**src/rtl/bus_sequencer.sv**
```systemverilog
// ----------------------------------------------------------------------------
// bus_sequencer
//   Control sequencer for a basic accumulator machine. A timing-step counter
//   walks T0..T6 through fetch, decode and execute. The bus select, register
//   strobes and ALU op are decoded combinationally from the step, the latched
//   indirect bit, the IR and dr_zero.
//
// Ports
//   clk      : system clock, rising edge
//   rst      : synchronous active-high reset
//   ir       : IR contents; [15]=I, [14:12]=opcode, [11:0]=addr/reg-ref bits
//   dr_zero  : DR==0, consulted by ISZ at T6
//   sel      : bus source (0 none,1 AR,2 PC,3 DR,4 AC,5 IR,6 MEM)
//   ld_ar, inc_ar, ld_pc, inc_pc, ld_dr, inc_dr, ld_ac, ld_ir, mem_wr
//            : single-cycle register / memory strobes
//   alu_op   : 0 none,1 AND,2 ADD,3 LOAD,4 CLR,5 CMA,6 INC
//   sc       : current timing step
//   halted   : sticky halt flag, cleared only by rst
// ----------------------------------------------------------------------------
module bus_sequencer (
    input  logic        clk,
    input  logic        rst,
    input  logic [15:0] ir,
    input  logic        dr_zero,
    output logic [2:0]  sel,
    output logic        ld_ar,
    output logic        inc_ar,
    output logic        ld_pc,
    output logic        inc_pc,
    output logic        ld_dr,
    output logic        inc_dr,
    output logic        ld_ac,
    output logic        ld_ir,
    output logic        mem_wr,
    output logic [2:0]  alu_op,
    output logic [2:0]  sc,
    output logic        halted
);

    localparam logic [2:0] SEL_NONE = 3'd0;
    localparam logic [2:0] SEL_AR   = 3'd1;
    localparam logic [2:0] SEL_PC   = 3'd2;
    localparam logic [2:0] SEL_DR   = 3'd3;
    localparam logic [2:0] SEL_AC   = 3'd4;
    localparam logic [2:0] SEL_IR   = 3'd5;
    localparam logic [2:0] SEL_MEM  = 3'd6;

    localparam logic [2:0] ALU_NONE = 3'd0;
    localparam logic [2:0] ALU_AND  = 3'd1;
    localparam logic [2:0] ALU_ADD  = 3'd2;
    localparam logic [2:0] ALU_LOAD = 3'd3;
    localparam logic [2:0] ALU_CLR  = 3'd4;
    localparam logic [2:0] ALU_CMA  = 3'd5;
    localparam logic [2:0] ALU_INC  = 3'd6;

    localparam logic [2:0] OP_AND = 3'd0;
    localparam logic [2:0] OP_ADD = 3'd1;
    localparam logic [2:0] OP_LDA = 3'd2;
    localparam logic [2:0] OP_STA = 3'd3;
    localparam logic [2:0] OP_BUN = 3'd4;
    localparam logic [2:0] OP_BSA = 3'd5;
    localparam logic [2:0] OP_ISZ = 3'd6;
    localparam logic [2:0] OP_RR  = 3'd7;

    logic [2:0] sc_q, sc_d;
    logic       i_q, i_d;
    logic       halt_q, halt_d;
    logic [2:0] opcode;
    logic       hlt_hit;

    assign opcode = ir[14:12];
    // HLT only fires when no higher-priority register-reference bit is set
    assign hlt_hit = ~ir[11] & ~ir[9] & ~ir[5] & ir[0];

    assign sc     = sc_q;
    assign halted = halt_q;

    // ------------------------------------------------------------------
    // State register
    // ------------------------------------------------------------------
    always_ff @(posedge clk) begin
        if (rst) begin
            sc_q   <= 3'd0;
            i_q    <= 1'b0;
            halt_q <= 1'b0;
        end else begin
            sc_q   <= sc_d;
            i_q    <= i_d;
            halt_q <= halt_d;
        end
    end

    // ------------------------------------------------------------------
    // Next-state logic
    // ------------------------------------------------------------------
    always_comb begin
        sc_d   = 3'd0;
        i_d    = i_q;
        halt_d = halt_q;
        if (!halt_q) begin
            case (sc_q)
                3'd0: sc_d = 3'd1;
                3'd1: sc_d = 3'd2;
                3'd2: begin
                    sc_d = 3'd3;
                    i_d  = ir[15];
                end
                3'd3: begin
                    if (opcode == OP_RR) begin
                        sc_d = 3'd0;
                        if (!i_q && hlt_hit)
                            halt_d = 1'b1;
                    end else begin
                        sc_d = 3'd4;
                    end
                end
                3'd4: sc_d = (opcode == OP_STA || opcode == OP_BUN) ? 3'd0 : 3'd5;
                3'd5: sc_d = (opcode == OP_ISZ) ? 3'd6 : 3'd0;
                default: sc_d = 3'd0;
            endcase
        end
    end

    // ------------------------------------------------------------------
    // Output decode; everything is quiet during reset and while halted
    // ------------------------------------------------------------------
    always_comb begin
        sel    = SEL_NONE;
        alu_op = ALU_NONE;
        ld_ar  = 1'b0;
        inc_ar = 1'b0;
        ld_pc  = 1'b0;
        inc_pc = 1'b0;
        ld_dr  = 1'b0;
        inc_dr = 1'b0;
        ld_ac  = 1'b0;
        ld_ir  = 1'b0;
        mem_wr = 1'b0;
        if (!rst && !halt_q) begin
            case (sc_q)
                3'd0: begin
                    sel   = SEL_PC;
                    ld_ar = 1'b1;
                end
                3'd1: begin
                    sel    = SEL_MEM;
                    ld_ir  = 1'b1;
                    inc_pc = 1'b1;
                end
                3'd2: begin
                    sel   = SEL_IR;
                    ld_ar = 1'b1;
                end
                3'd3: begin
                    if (opcode == OP_RR) begin
                        if (!i_q) begin
                            if (ir[11]) begin
                                alu_op = ALU_CLR;
                                ld_ac  = 1'b1;
                            end else if (ir[9]) begin
                                alu_op = ALU_CMA;
                                ld_ac  = 1'b1;
                            end else if (ir[5]) begin
                                alu_op = ALU_INC;
                                ld_ac  = 1'b1;
                            end
                        end
                    end else if (i_q) begin
                        // indirect: fetch the effective address into AR
                        sel   = SEL_MEM;
                        ld_ar = 1'b1;
                    end
                end
                3'd4: begin
                    case (opcode)
                        OP_AND, OP_ADD, OP_LDA, OP_ISZ: begin
                            sel   = SEL_MEM;
                            ld_dr = 1'b1;
                        end
                        OP_STA: begin
                            sel    = SEL_AC;
                            mem_wr = 1'b1;
                        end
                        OP_BUN: begin
                            sel   = SEL_AR;
                            ld_pc = 1'b1;
                        end
                        OP_BSA: begin
                            sel    = SEL_PC;
                            mem_wr = 1'b1;
                            inc_ar = 1'b1;
                        end
                        default: ;
                    endcase
                end
                3'd5: begin
                    case (opcode)
                        OP_AND: begin alu_op = ALU_AND;  ld_ac = 1'b1; end
                        OP_ADD: begin alu_op = ALU_ADD;  ld_ac = 1'b1; end
                        OP_LDA: begin alu_op = ALU_LOAD; ld_ac = 1'b1; end
                        OP_BSA: begin
                            sel   = SEL_AR;
                            ld_pc = 1'b1;
                        end
                        OP_ISZ: inc_dr = 1'b1;
                        default: ;
                    endcase
                end
                3'd6: begin
                    sel    = SEL_DR;
                    mem_wr = 1'b1;
                    inc_pc = dr_zero;
                end
                default: ;
            endcase
        end
    end

endmodule

```
**config.mk**
```make
export PLATFORM = sky130hd
export DESIGN_NAME = bus_sequencer
export DESIGN_NICKNAME = d
export VERILOG_FILES = /design/src/rtl/bus_sequencer.sv
export SDC_FILE = /design/constraint.sdc
export NUM_CORES = 1
export LEC_CHECK = 0
export ABC_AREA = 1
export BUFFER_PORTS_ARGS = -buffer_cell sky130_fd_sc_hd__buf_2
export CORE_MARGIN = 5
export CORE_UTILIZATION = 41
export DETAILED_ROUTE_END_ITERATION = 16
export GPL_ROUTABILITY_DRIVEN = 0
export PLACE_DENSITY = 0.89
export SYNTH_ARGS = -nofsm -noshare
export SYNTH_HDL_FRONTEND = slang
export SYNTH_SLANG_ARGS = --single-unit
```
**constraint.sdc**
```tcl
create_clock -name clk -period 1.4 [get_ports clk]
set_input_delay 0.28 -clock clk [delete_from_list [all_inputs] [get_ports clk]]
set_output_delay 0.28 -clock clk [all_outputs]
set_load 0.02 [all_outputs]
```
==> results, run 1 <==
- The tightest min-delay check is of the in2reg type.
- The buffer cell driving the clock tree root is sky130_fd_sc_hd__clkbuf_4.
- The final wirelength is 2743 µm.
- Entering global routing, the biggest net connects 10 pins.
- The setup clock skew after layout is 0.001274 ns.
- After synthesis, the cell types taking the most area are sky130_fd_sc_hd__dfxtp_1 (17%), sky130_fd_sc_hd__nand2_1 (15%), sky130_fd_sc_hd__nor2_1 (13%).
- The final reports fail on setup timing.
- The worst setup path is of the reg2out kind.
- In the synthesized netlist, the number of instances is 105.
- Once the floorplan was initialized, standard cells occupied 44.00% of the core.
- The worst setup path is launched from a flip-flop.
- The first global-routing pass estimated 3291 µm of wire.
- The number of ports placed on the die boundary is 38.
- The ratio of final minimum period to clock period is 125.6%.
- The TritonCTS clock tree is built.
- The maximum vdd drop is 0.5343 mV.
- The count of buffers inserted at the top-level ports is 29.
- 0 antenna diodes ended up in the layout.
- The number of antenna violations at the first check in global routing came to 0.
- For this design the ratio of total power to cell area is 588.3 nW/µm².
- After legalization and detailed placement, the total HPWL measured 1376 µm.
- The count of buffer and inverter cells on the critical path is 3.
- The clock latency on the worst-skew pair is 0.23 ns.
- The cell class contributing the biggest share of worst-path delay is simple AND/OR/NAND/NOR gates.
- For this run, the number of Yosys warnings is 0.
- The post-route netlist has 57.52% of its cells at a drive strength greater than 1.
- Across all setup checks in the final design, the least slack found is -0.3589 ns.
- The run finished, with violations left.
- The slowest stage of the critical path is the sky130_fd_sc_hd__dfxtp_4 cell.
- After layout, the design draws a total of 0.6308 mW.
- The register-to-register setup slack is 0.06 ns.
- The final max-slew violation count is 0.
- Across the run, the number of max-cap violations was 0.
- In this run the remaining antenna-violating nets after routing total 0.
- The total area inside the core boundary comes to 1334 µm².
- Setup violations remaining at the end of the flow were counted as 14.
- Along the worst hold path, the cell count comes to 2.
- The critical hold path startpoint is rst.
- OpenSTA, run right after detailed placement, puts the worst setup slack at -0.04948 ns.
- Summed over its instances, the top area cell type makes up 17.06% of the synthesized netlist area.
- The wire length per cell is 16.33 µm.
- Traced cell by cell, the critical path runs through inv_4, nand3_2, nand2_1, nor2_1, nand3_1, nand2_1, inv_1, buf_6.
- After the first detailed-routing iteration, the DRC count stood at 73.
- The largest stage delay on the critical path is 0.41 ns.
- The number of global-route vias before repair is 802.
- The floorplan step set the die width to 47.83 µm.
- The via total after detailed routing is 962.
- The number of cells on the worst reg-to-reg path is 7.
- The portion of the post-synthesis area used by sequential elements is 17.06%.
- For this run, design rule violations remaining after detail routing come to 0.
- Counting I/O delays and the setup requirement, the final critical path takes 1.759 ns.
- After the last flow step, the layout net total stands at 173.
- After synthesis the netlist holds a flip-flop and latch count of 5.
- In this run the core area contains 13 standard-cell rows.
- The endpoint identified for the worst register-to-register timing path is sc[2]$_SDFF_PN0_.
- The total iterations of the first detailed-routing run is 4.
- For this design, the sink count on the clock tree is 5.
- The post-synthesis cell type with the largest combined area is sky130_fd_sc_hd__dfxtp_1.
- STA puts the critical path data required time at 1.12 ns.
- The proportion of synthesized flip-flops having asynchronous set or reset is 0%.
- The die covers 2288 µm².
- The placement-stage cell area is 819.5 µm².
- The number of distinct library cells after synthesis is 21.
- The CTS buffer count is 3.
- The primary flip-flop cell chosen by synthesis mapping is sky130_fd_sc_hd__dfxtp_1.
- In the synthesized netlist, the cells that appear most often are sky130_fd_sc_hd__nand2_1 (23), sky130_fd_sc_hd__nor2_1 (21), sky130_fd_sc_hd__inv_1 (13).
- The static power due to leakage is 0.5603 nW.
- The cell area after layout is 1072 µm².
- The number of failing hold endpoints at the final stage is 0.
- The number of synthesized flops with an enable pin is 0.
- CTS built an H-tree with a depth of 1.
- Setup repair after global routing could not meet its margin everywhere.
- The arrival time of data at the critical path endpoint is 1.48 ns.
- The worst max-slew margin expressed relative to the limit is 82.91%.
- The area growth from synthesis to layout is 82.73%.
- The overflow left after global routing is 0.
- In the routed layout, each cell is associated on average with a via count of 5.726.
- For this run, the total global-route usage over all layers was measured as 19.98%.
- The worst reg2reg path startpoint is sc[0]$_SDFF_PN0_.
- The capture endpoint of the worst hold path is halted$_SDFF_PP0_.
- The top fanout value on the critical path is 6.
- The floorplan step set the die height to 47.83 µm.
- Timing would allow up to 568.5 MHz.
- The most numerous cell in the Yosys netlist is sky130_fd_sc_hd__nand2_1.
- The transition at the pin with the smallest max-transition slack is 0.2545 ns.
- The mapped netlist covers 586.8 µm².
- The clock transition at the registers of the reported paths is 0.04 ns.
- The number of nets in the synthesized netlist is 124.
- The synthesized area per cell is 5.589 µm².
- The clock passes through at most 2 buffers.
- The cell type with the highest occurrence count on the critical path is sky130_fd_sc_hd__nand2_1.
- The critical path capture point type is a primary output.
## metrics by stage
| stage | utilization [%] | hold WS, ns | cells | TNS (ns) |
|---|---|---|---|---|
| 2_1_floorplan | - | 0.3424 | 105 | -0.1708 |
| 3_3_place_gp | 61.44 | 0.5017 | 155 | -0.01955 |
| 3_5_place_dp | 61.44 | 0.5043 | 155 | -0.1305 |
| 4_1_cts | 72.23 | 0.2470 | 162 | -1.649 |
| 5_1_grt | 80.39 | 0.2607 | 168 | -3.117 |
| 6_report | 80.39 | 0.2577 | 168 | -2.436 |
## flip-flops by register name, indices dropped and copies added, names as in the netlist
register	cells
halted	1
sc	3
i_q	1
## layout by cell type (no fill, tap or decap), types with 2 or more instances in the layout
| cell | instances |
|---|---|
| sky130_fd_sc_hd__buf_4 | 22 |
| sky130_fd_sc_hd__nand2_2 | 9 |
| sky130_fd_sc_hd__buf_2 | 14 |
| sky130_fd_sc_hd__dfxtp_4 | 3 |
| sky130_fd_sc_hd__inv_1 | 13 |
| sky130_fd_sc_hd__inv_2 | 2 |
| sky130_fd_sc_hd__buf_6 | 9 |
| sky130_fd_sc_hd__nand4_1 | 2 |
| sky130_fd_sc_hd__nand3_4 | 2 |
| sky130_fd_sc_hd__a21oi_2 | 3 |
| sky130_fd_sc_hd__inv_4 | 3 |
| sky130_fd_sc_hd__nand3_1 | 7 |
| sky130_fd_sc_hd__o21ai_2 | 2 |
| sky130_fd_sc_hd__nor2_4 | 6 |
| sky130_fd_sc_hd__a21oi_1 | 2 |
| sky130_fd_sc_hd__nor2_1 | 17 |
| sky130_fd_sc_hd__nand3_2 | 2 |
| sky130_fd_sc_hd__nor2_2 | 3 |
| sky130_fd_sc_hd__nand2_1 | 18 |
| sky130_fd_sc_hd__clkbuf_4 | 3 |
## area by class of cell
| class | instances | area [µm²] |
|---|---|---|
| clock buffers | 4 | 26.28 |
| fillers | 69 | 261.5 |
| inverters | 19 | 83.83 |
| multi-input cells | 80 | 494.2 |
| flip-flops and latches | 5 | 112.6 |
| well taps | 15 | 18.77 |
| repair buffers | 45 | 336.6 |
## power by group
| part | switching, mW | total (mW) | internal, mW | leakage (nW) |
|---|---|---|---|---|
| Clock | 0.0521 | 0.159 | 0.107 | 0.0150 |
| Combinational | 0.176 | 0.294 | 0.118 | 0.502 |
| Sequential | 0.0255 | 0.178 | 0.152 | 0.0434 |
| Total | 0.253 | 0.631 | 0.378 | 0.560 |
## worst max-delay path by stage
stage | start | to | slack [ns] | depth (start not counted)
final | sc[0]$_SDFF_PN0_ | sel[1] | -0.36 | 8
after global routing | sc[0]$_SDFF_PN0_ | sel[1] | -0.35 | 8
after CTS | sc[1]$_SDFF_PN0_ | sel[1] | -0.16 | 8
after detailed placement | ir[13] | alu_op[0] | -0.05 | 8
after global placement | ir[13] | alu_op[0] | -0.02 | 8
after floorplan | halted$_SDFF_PP0_ | inc_ar | -0.06 | 4
## per-layer routing
metal	wire length, µm	global-route usage [%]	vias to the layer above
li1	-	-	423
met1	1001	22.22	441
met2	1413	37.20	79
met3	215	1.880	19
met4	112	9.677	0
met5	0	0	-
## kinds of logic after synthesis
kind of cell / count (synthesis) / share of synthesized area, %
and+or+nand+nor: 72 / 60.98
AOI/OAI and AO/OA: 8 / 8.955
DFF: 5 / 17.06
buffers and inverters: 20 / 13.01
## repair_timing
| item | CTS | global route |
|---|---|---|
| pin swaps | 4 | 8 |
| buffers inserted | 3 | 6 |
| gates resized for setup | 32 | 18 |
| hold buffers | 0 | 0 |
| hold endpoints to repair | 0 | 0 |
| setup endpoints to repair | 15 | 15 |
No activity file was read; power rests on OpenSTA's default activity.
==> inputs of run 2 (changes only) <==
--- a/config.mk
+++ b/config.mk
@@ -11,7 +11,7 @@
 export CORE_UTILIZATION = 41
 export DETAILED_ROUTE_END_ITERATION = 16
 export GPL_ROUTABILITY_DRIVEN = 0
-export PLACE_DENSITY = 0.89
+export PLACE_DENSITY = 0.82
 export SYNTH_ARGS = -nofsm -noshare
 export SYNTH_HDL_FRONTEND = slang
 export SYNTH_SLANG_ARGS = --single-unit
==> run 2 against run 1 <==
The run still ends with setup timing left. Critical path depth unchanged. Utilization up 9.8 points. Total power up 4.7%. Non-clock buffer count up 6. Via count up 7.0%. Hold slack better by 0.0050 ns. Largest cell class unchanged. Largest power group unchanged.
==> results, run 2 (same netlist as run 1, synthesis figures left out) <==
- The run finished, with violations left.
- The final reports fail on setup timing.
- The number of core rows is 13 (unchanged).
- The final max-slew violation count is 0 (unchanged).
- The number of global-route vias before repair was 868 (+8.2%).
- The largest stage delay on the critical path is 0.38 ns (-0.03 ns).
- The number of flip-flops in the largest register was 3 (unchanged).
- The power per unit of standard cell area is 548.7 nW/µm² (-6.7%).
- The power consumption is 0.6605 mW (+4.7%).
- The initial cell density of the core is 44.00% (unchanged).
- The power dissipated by switching net loads came to 0.2688 mW (+6.1%).
- The library cell used most frequently in the layout, excluding fill and tap cells, is sky130_fd_sc_hd__buf_4.
- The TritonCTS clock tree is built.
- The setup clock skew after layout was 0.003704 ns (+0.002430 ns).
- The worst max-slew margin expressed relative to the limit is 81.16% (-1.7 points).
- The total iterations of the first detailed-routing run came to 4 (unchanged).
- Compared with the post-synthesis result, the final layout area differs by 105.1%.
- The detailed-route DRC error count came to 0 (unchanged).
- The switching share of power is 40.70% (+0.55 points).
- The total internal power was 0.3917 mW (+3.7%).
- The ratio of final minimum period to clock period came to 119.6% (-6.1 points).
- The minimum clock period was 1.674 ns (-0.08516 ns).
- The count of endpoints failing setup in the final report came to 15 (+1).
- The layout cell share with drive strength beyond 1 came to 64.15% (+6.6 points).
- The sequential share of power came to 27.1% (-1.1 points).
- The CTS buffer count is 3 (unchanged).
- The register-to-register setup slack is 0.04 ns (-0.02 ns).
- The first-pass GRT wire length is 3581 µm (+8.8%).
- The pin count of the biggest net entering global routing came to 12 (+2).
- Setup repair after global routing could not meet its margin everywhere.
- The final net count was 179 (+3.5%).
- The HPWL reported at the end of detailed placement is 1382 µm (+0.44%).
- The part of the power in combinational logic came to 48.4% (+1.9 points).
- The kind of critical path is reg2out.
- The signal on the critical path passes through nor2_4, nand2_4, inv_4, nand2_1, nand3b_1, nand2_1, inv_2, buf_6.
- The critical register-to-register path endpoint is sc[2]$_SDFF_PN0_.
- The per-cell via count in the routed design is 5.914 (+3.3%).
- The number of antenna violations at the first check in global routing is 0 (unchanged).
- The cell type of the slowest stage on the worst timing path is sky130_fd_sc_hd__dfxtp_4.
- CTS placed an instance of sky130_fd_sc_hd__clkbuf_4 at the clock tree root.
- The transition at the pin with the smallest max-transition slack was 0.2816 ns (+0.02716 ns).
- The quantity of hold-fixing buffers added after cts is 0 (unchanged).
- The count of buffers inserted at the top-level ports is 29 (unchanged).
- The tightest min-delay check is of the in2reg type.
- STA classifies the critical path endpoint as a primary output.
- The core utilization of the finished layout is 90.24% (+9.8 points).
- The placement-stage cell area is 819.5 µm² (unchanged).
- The final non-filler cell total came to 174 (+3.6%).
- The clock latency on the worst-skew pair is 0.24 ns (about the same).
- The total of max-cap violations was 0 (unchanged).
- The area of the die was 2288 µm² (unchanged).
- The minimum hold slack was 0.2627 ns (+0.005003 ns).
- The final wirelength is 3234 µm (+18%).
- The origin of the worst setup path is sc[0]$_SDFF_PN0_.
- The worst setup path is launched from a flip-flop.
- The width of the chip is 47.83 µm (unchanged).
- The library cells used most frequently in the layout, excluding fill and tap cells, are sky130_fd_sc_hd__buf_4 (20), sky130_fd_sc_hd__nand2_1 (17), sky130_fd_sc_hd__buf_6 (17).
- The number of failing hold endpoints at the final stage is 0 (unchanged).
- The number of buffers on the longest clock path is 2 (unchanged).
- The cell area after layout was 1204 µm² (+12%).
- The instance count after placement with tap cells included is 155 (unchanged).
- The arrival time of data at the critical path endpoint is 1.39 ns (-0.09 ns).
- The top fanout value on the critical path is 5 (-1).
- The sequential standard cell area is 112.6 µm² (unchanged).
- The required arrival time at the worst endpoint is 1.12 ns (about the same).
- The fill cell instance count of the final layout is 59 (-14%).
- The worst setup slack after layout was -0.2737 ns (+0.08517 ns).
- The overflow left after global routing came to 0 (unchanged).
- The aggregate global-route resource usage was 21.82% (+1.8 points).
- The worst slack at placement is -0.03677 ns (+0.01271 ns).
- The number of diodes added for antenna fixing is 0 (unchanged).
- The core region area is 1334 µm² (unchanged).
- The initial detailed-routing violation count is 60 (-18%).
- The number of ports placed on the die boundary is 38 (unchanged).
- The number of cell instances on the worst register-to-register path is 6 (-1).
- The remaining antenna violation count after routing is 0 (unchanged).
- The worst reg2reg path startpoint is sc[1]$_SDFF_PN0_.
- The total negative slack is -2.531 ns (-0.09483 ns).
- The via total after detailed routing came to 1,029 (+7.0%).
- The wire length per cell is 18.59 µm (+14%).
- The clock network fraction of total power is 24.5% (-0.8 points).
- The area taken by multi-input logic gates is 548.0 µm² (+11%).
- The level count of the clock H-tree was 1 (unchanged).
- The maximum vdd drop is 0.5307 mV (-0.66%).
- The clock transition at the registers of the reported paths came to 0.04 ns (about the same).
- The cell that appears most often on the critical path is sky130_fd_sc_hd__nand2_1.
- In this run the worst setup path terminates at sel[2].
- The y dimension of the die is 47.83 µm (unchanged).
- The static power due to leakage was 0.6168 nW (+10%).
- The fmax is 597.5 MHz (+5.1%).
- The number of clock sinks is 5 (unchanged).
==> run 2: layer usage <==
metal | share of wire (%) | wire (µm) | track usage [%] | vias to the layer above
met5 | 0 | 0 | 0 | -
met4 | 3.5 | 112 | 10.22 | 0
met3 | 8.3 | 270 | 1.880 | 21
met2 | 50 | 1633 | 39.58 | 88
met1 | 38 | 1218 | 25.39 | 480
li1 | - | - | - | 440
==> run 2: worst min-delay path by stage <==
stage	startpoint	end	slack, ns	cells past startpoint
finish	rst	halted$_SDFF_PP0_	0.26	2
CTS	rst	halted$_SDFF_PP0_	0.24	2
global placement	rst	halted$_SDFF_PP0_	0.50	2
global route	rst	halted$_SDFF_PP0_	0.27	2
floorplan	rst	halted$_SDFF_PP0_	0.34	1
detailed placement	rst	halted$_SDFF_PP0_	0.50	2
==> run 2: area by class of cell <==
| type | count | area share [%] |
|---|---|---|
| inverters | 19 | 7.173 |
| well taps | 15 | 1.559 |
| repair buffers | 51 | 34.20 |
| clock buffers | 4 | 2.183 |
| flip-flops and latches | 5 | 9.356 |
| multi-input cells | 80 | 45.53 |
==> run 2: power by group through the flow <==
stage / combinational, mW / sequential [mW] / clock, mW
5_1_grt: 0.335 / 0.180 / 0.176
4_1_cts: 0.245 / 0.177 / 0.167
3_5_place_dp: 0.202 / 0.174 / 0
2_1_floorplan: 0.123 / 0.181 / 0
3_3_place_gp: 0.197 / 0.174 / 0
6_report: 0.320 / 0.179 / 0.162
==> run 2: critical path: cells and delay by family (launching register included) <==
kind	cells	cell delay, ns
DFF	1	0.38
buffers and inverters	3	0.27
and+or+nand+nor	5	0.49
==> run 2: what timing repair did <==
action,in CTS,in global routing
endpoints found under the setup margin,15,15
pin swaps,12,10
gates cloned,0,0
buffers inserted,6,9
resized for setup,46,29
==> inputs of run 3 (changes only) <==
--- a/config.mk
+++ b/config.mk
@@ -12,6 +12,7 @@
 export DETAILED_ROUTE_END_ITERATION = 16
 export GPL_ROUTABILITY_DRIVEN = 0
 export PLACE_DENSITY = 0.82
+export SKIP_CTS_REPAIR_TIMING = 1
 export SYNTH_ARGS = -nofsm -noshare
 export SYNTH_HDL_FRONTEND = slang
 export SYNTH_SLANG_ARGS = --single-unit
==> run 3 against run 2 <==
The run still ends with setup timing left. Largest cell class unchanged. Via count decreased by 19%. Register-to-register slack improved by 0.18 ns. Hold slack worse by 0.014 ns. Count of clock-buffer cells in the layout is the same. Die area did not move. Global-route usage decreased by 6.1 points. Combinational power shrank 23%. Clock power fell by 2%. Sequential share of layout area rose by 1.7 points. Flip-flop and latch count did not move. Fmax up 0.91%.
==> results, run 3 (same netlist as run 1, synthesis figures left out) <==
- The worst setup path is of the reg2out kind.
- The aggregate global-route resource usage is 15.68% (-6.1 points).
- The arrival time of data at the critical path endpoint is 1.38 ns (about the same).
- The number of flip-flops in the largest register is 3 (unchanged).
- The total of max-cap violations came to 0 (unchanged).
- The final non-filler cell total is 163 (-6.3%).
- The number of ports placed on the die boundary is 38 (unchanged).
- The number of failing hold endpoints at the final stage was 0 (unchanged).
- The fill cell instance count of the final layout is 94 (+59%).
- The final net count is 168 (-6.1%).
- The area of the die is 2288 µm² (unchanged).
- The power per unit of standard cell area came to 573.7 nW/µm² (+4.6%).
- The library cell used most frequently in the layout, excluding fill and tap cells, is sky130_fd_sc_hd__buf_4.
- The first-pass GRT wire length was 2601 µm (-27%).
- The core region area was 1334 µm² (unchanged).
- The largest stage delay on the critical path is 0.37 ns (about the same).
- The top fanout value on the critical path is 4 (-1).
- The cell area after layout is 1020 µm² (-15%).
- The sequential standard cell area is 112.6 µm² (unchanged).
- The instance count after placement with tap cells included was 155 (unchanged).
- The core utilization of the finished layout is 76.45% (-14 points).
- The setup clock skew after layout is 0.001125 ns (-0.002578 ns).
- The ratio of final minimum period to clock period was 118.5% (-1.1 points).
- Setup repair after global routing could not meet its margin everywhere.
- The final max-slew violation count was 0 (unchanged).
- The worst setup slack after layout is -0.2586 ns (+0.01511 ns).
- The per-cell via count in the routed design is 5.141 (-13%).
- The worst max-slew margin expressed relative to the limit came to 85.79% (+4.6 points).
- The remaining antenna violation count after routing is 0 (unchanged).
- The worst slack at placement is -0.03677 ns (unchanged).
- Grouping stages by cell kind, the critical path spends the most delay in simple AND/OR/NAND/NOR gates.
- The layout cell share with drive strength beyond 1 was 56.76% (-7.4 points).
- The startpoint kind of the worst setup timing path is a flip-flop.
- The number of core rows is 13 (unchanged).
- The placement-stage cell area is 819.5 µm² (unchanged).
- The critical path capture point type is a primary output.
- The area added between synthesis and finish is 73.77%.
- The fmax is 602.9 MHz (+0.91%).
- The clock latency on the worst-skew pair is 0.23 ns (about the same).
- The initial cell density of the core is 44.00% (unchanged).
- The static power due to leakage is 0.5270 nW (-15%).
- The area taken by multi-input logic gates is 490.5 µm² (-11%).
- TritonCTS built the clock tree.
- The wire length per cell was 12.90 µm (-31%).
- The pin count of the biggest net entering global routing came to 12 (unchanged).
- The level count of the clock H-tree is 1 (unchanged).
- The overflow left after global routing is 0 (unchanged).
- The via total after detailed routing is 838 (-19%).
- The count of buffers inserted at the top-level ports is 29 (unchanged).
- The minimum clock period was 1.659 ns (-0.01511 ns).
- The width of the chip was 47.83 µm (unchanged).
- The number of antenna violations at the first check in global routing is 0 (unchanged).
- The initial detailed-routing violation count came to 26 (-57%).
- The count of buffer and inverter cells on the critical path was 3 (unchanged).
- The number of clock sinks is 5 (unchanged).
- The y dimension of the die was 47.83 µm (unchanged).
- The clock transition at the registers of the reported paths was 0.04 ns (about the same).
- The HPWL reported at the end of detailed placement is 1382 µm (unchanged).
- The CTS buffer count is 3 (unchanged).
- The count of endpoints failing setup in the final report is 14 (-1).
- The checks that failed: setup timing.
- The number of buffers on the longest clock path is 2 (unchanged).
- The run finished, with violations left.
- In this run the worst hold path is classified as in2reg.
- The number of diodes added for antenna fixing is 0 (unchanged).
- The required arrival time at the worst endpoint was 1.12 ns (about the same).
- The power consumption is 0.5850 mW (-11%).
- The detailed-route DRC error count is 0 (unchanged).
- The maximum vdd drop is 0.4663 mV (-12%).
- The total iterations of the first detailed-routing run is 4 (unchanged).
- Traced cell by cell, the critical path runs through buf_4, nand2_4, nor2_1, nor2_1, nand3_1, nand2_1, inv_1, buf_4.
- The final wirelength is 2103 µm (-35%).
- The buffer cell driving the clock tree root is sky130_fd_sc_hd__clkbuf_4.
- The top cell types in the final layout, fill and taps aside, are sky130_fd_sc_hd__buf_4 (20), sky130_fd_sc_hd__nand2_1 (18), sky130_fd_sc_hd__nor2_1 (16).
- The number of global-route vias before repair came to 663 (-24%).
- The cell type of the slowest stage on the worst timing path is sky130_fd_sc_hd__dfxtp_4.
- The transition at the pin with the smallest max-transition slack came to 0.2123 ns (-0.06932 ns).
-- run 3: final timing paths --
| path | startpoint | to | slack, ns | depth (start not counted) |
|---|---|---|---|---|
| worst max-delay path | sc[2]$_SDFF_PN0_ | sel[1] | -0.26 | 8 |
| worst min-delay path | rst | halted$_SDFF_PP0_ | 0.25 | 2 |
| worst max register to register | sc[1]$_SDFF_PN0_ | sc[2]$_SDFF_PN0_ | 0.22 | 6 |
| worst min register to register | halted$_SDFF_PP0_ | halted$_SDFF_PP0_ | 0.52 | 2 |
-- run 3: metal layers --
metal | vias to the layer above | GRT usage, % | routed length [µm]
li1 | 416 | - | -
met1 | 380 | 20.27 | 794
met2 | 34 | 25.59 | 1164
met3 | 8 | 1.880 | 119
met4 | 0 | 7.527 | 25
met5 | - | 0 | 0
-- run 3: layout make-up --
type                    count  share of cell area (%)
flip-flops and latches      5                   11.04
well taps                  15                   1.840
repair buffers             40                   28.22
clock buffers               4                   2.577
multi-input cells          80                   48.10
inverters                  19                   8.221
-- run 3: per-stage QoR --
stage                 TNS, ns  hold slack [ns]
floorplan             -0.1708           0.3424
global placement    -0.002359           0.5034
detailed placement   -0.06414           0.5049
CTS                    -2.480           0.2515
global route           -2.715           0.2516
finish                 -1.953           0.2488
-- run 3: power by group --
group | switching (mW) | leakage [nW] | internal (mW) | total, mW
clock | 0.0512 | 0.0150 | 0.107 | 0.158
sequential | 0.0259 | 0.0434 | 0.153 | 0.178
combinational | 0.147 | 0.469 | 0.101 | 0.248
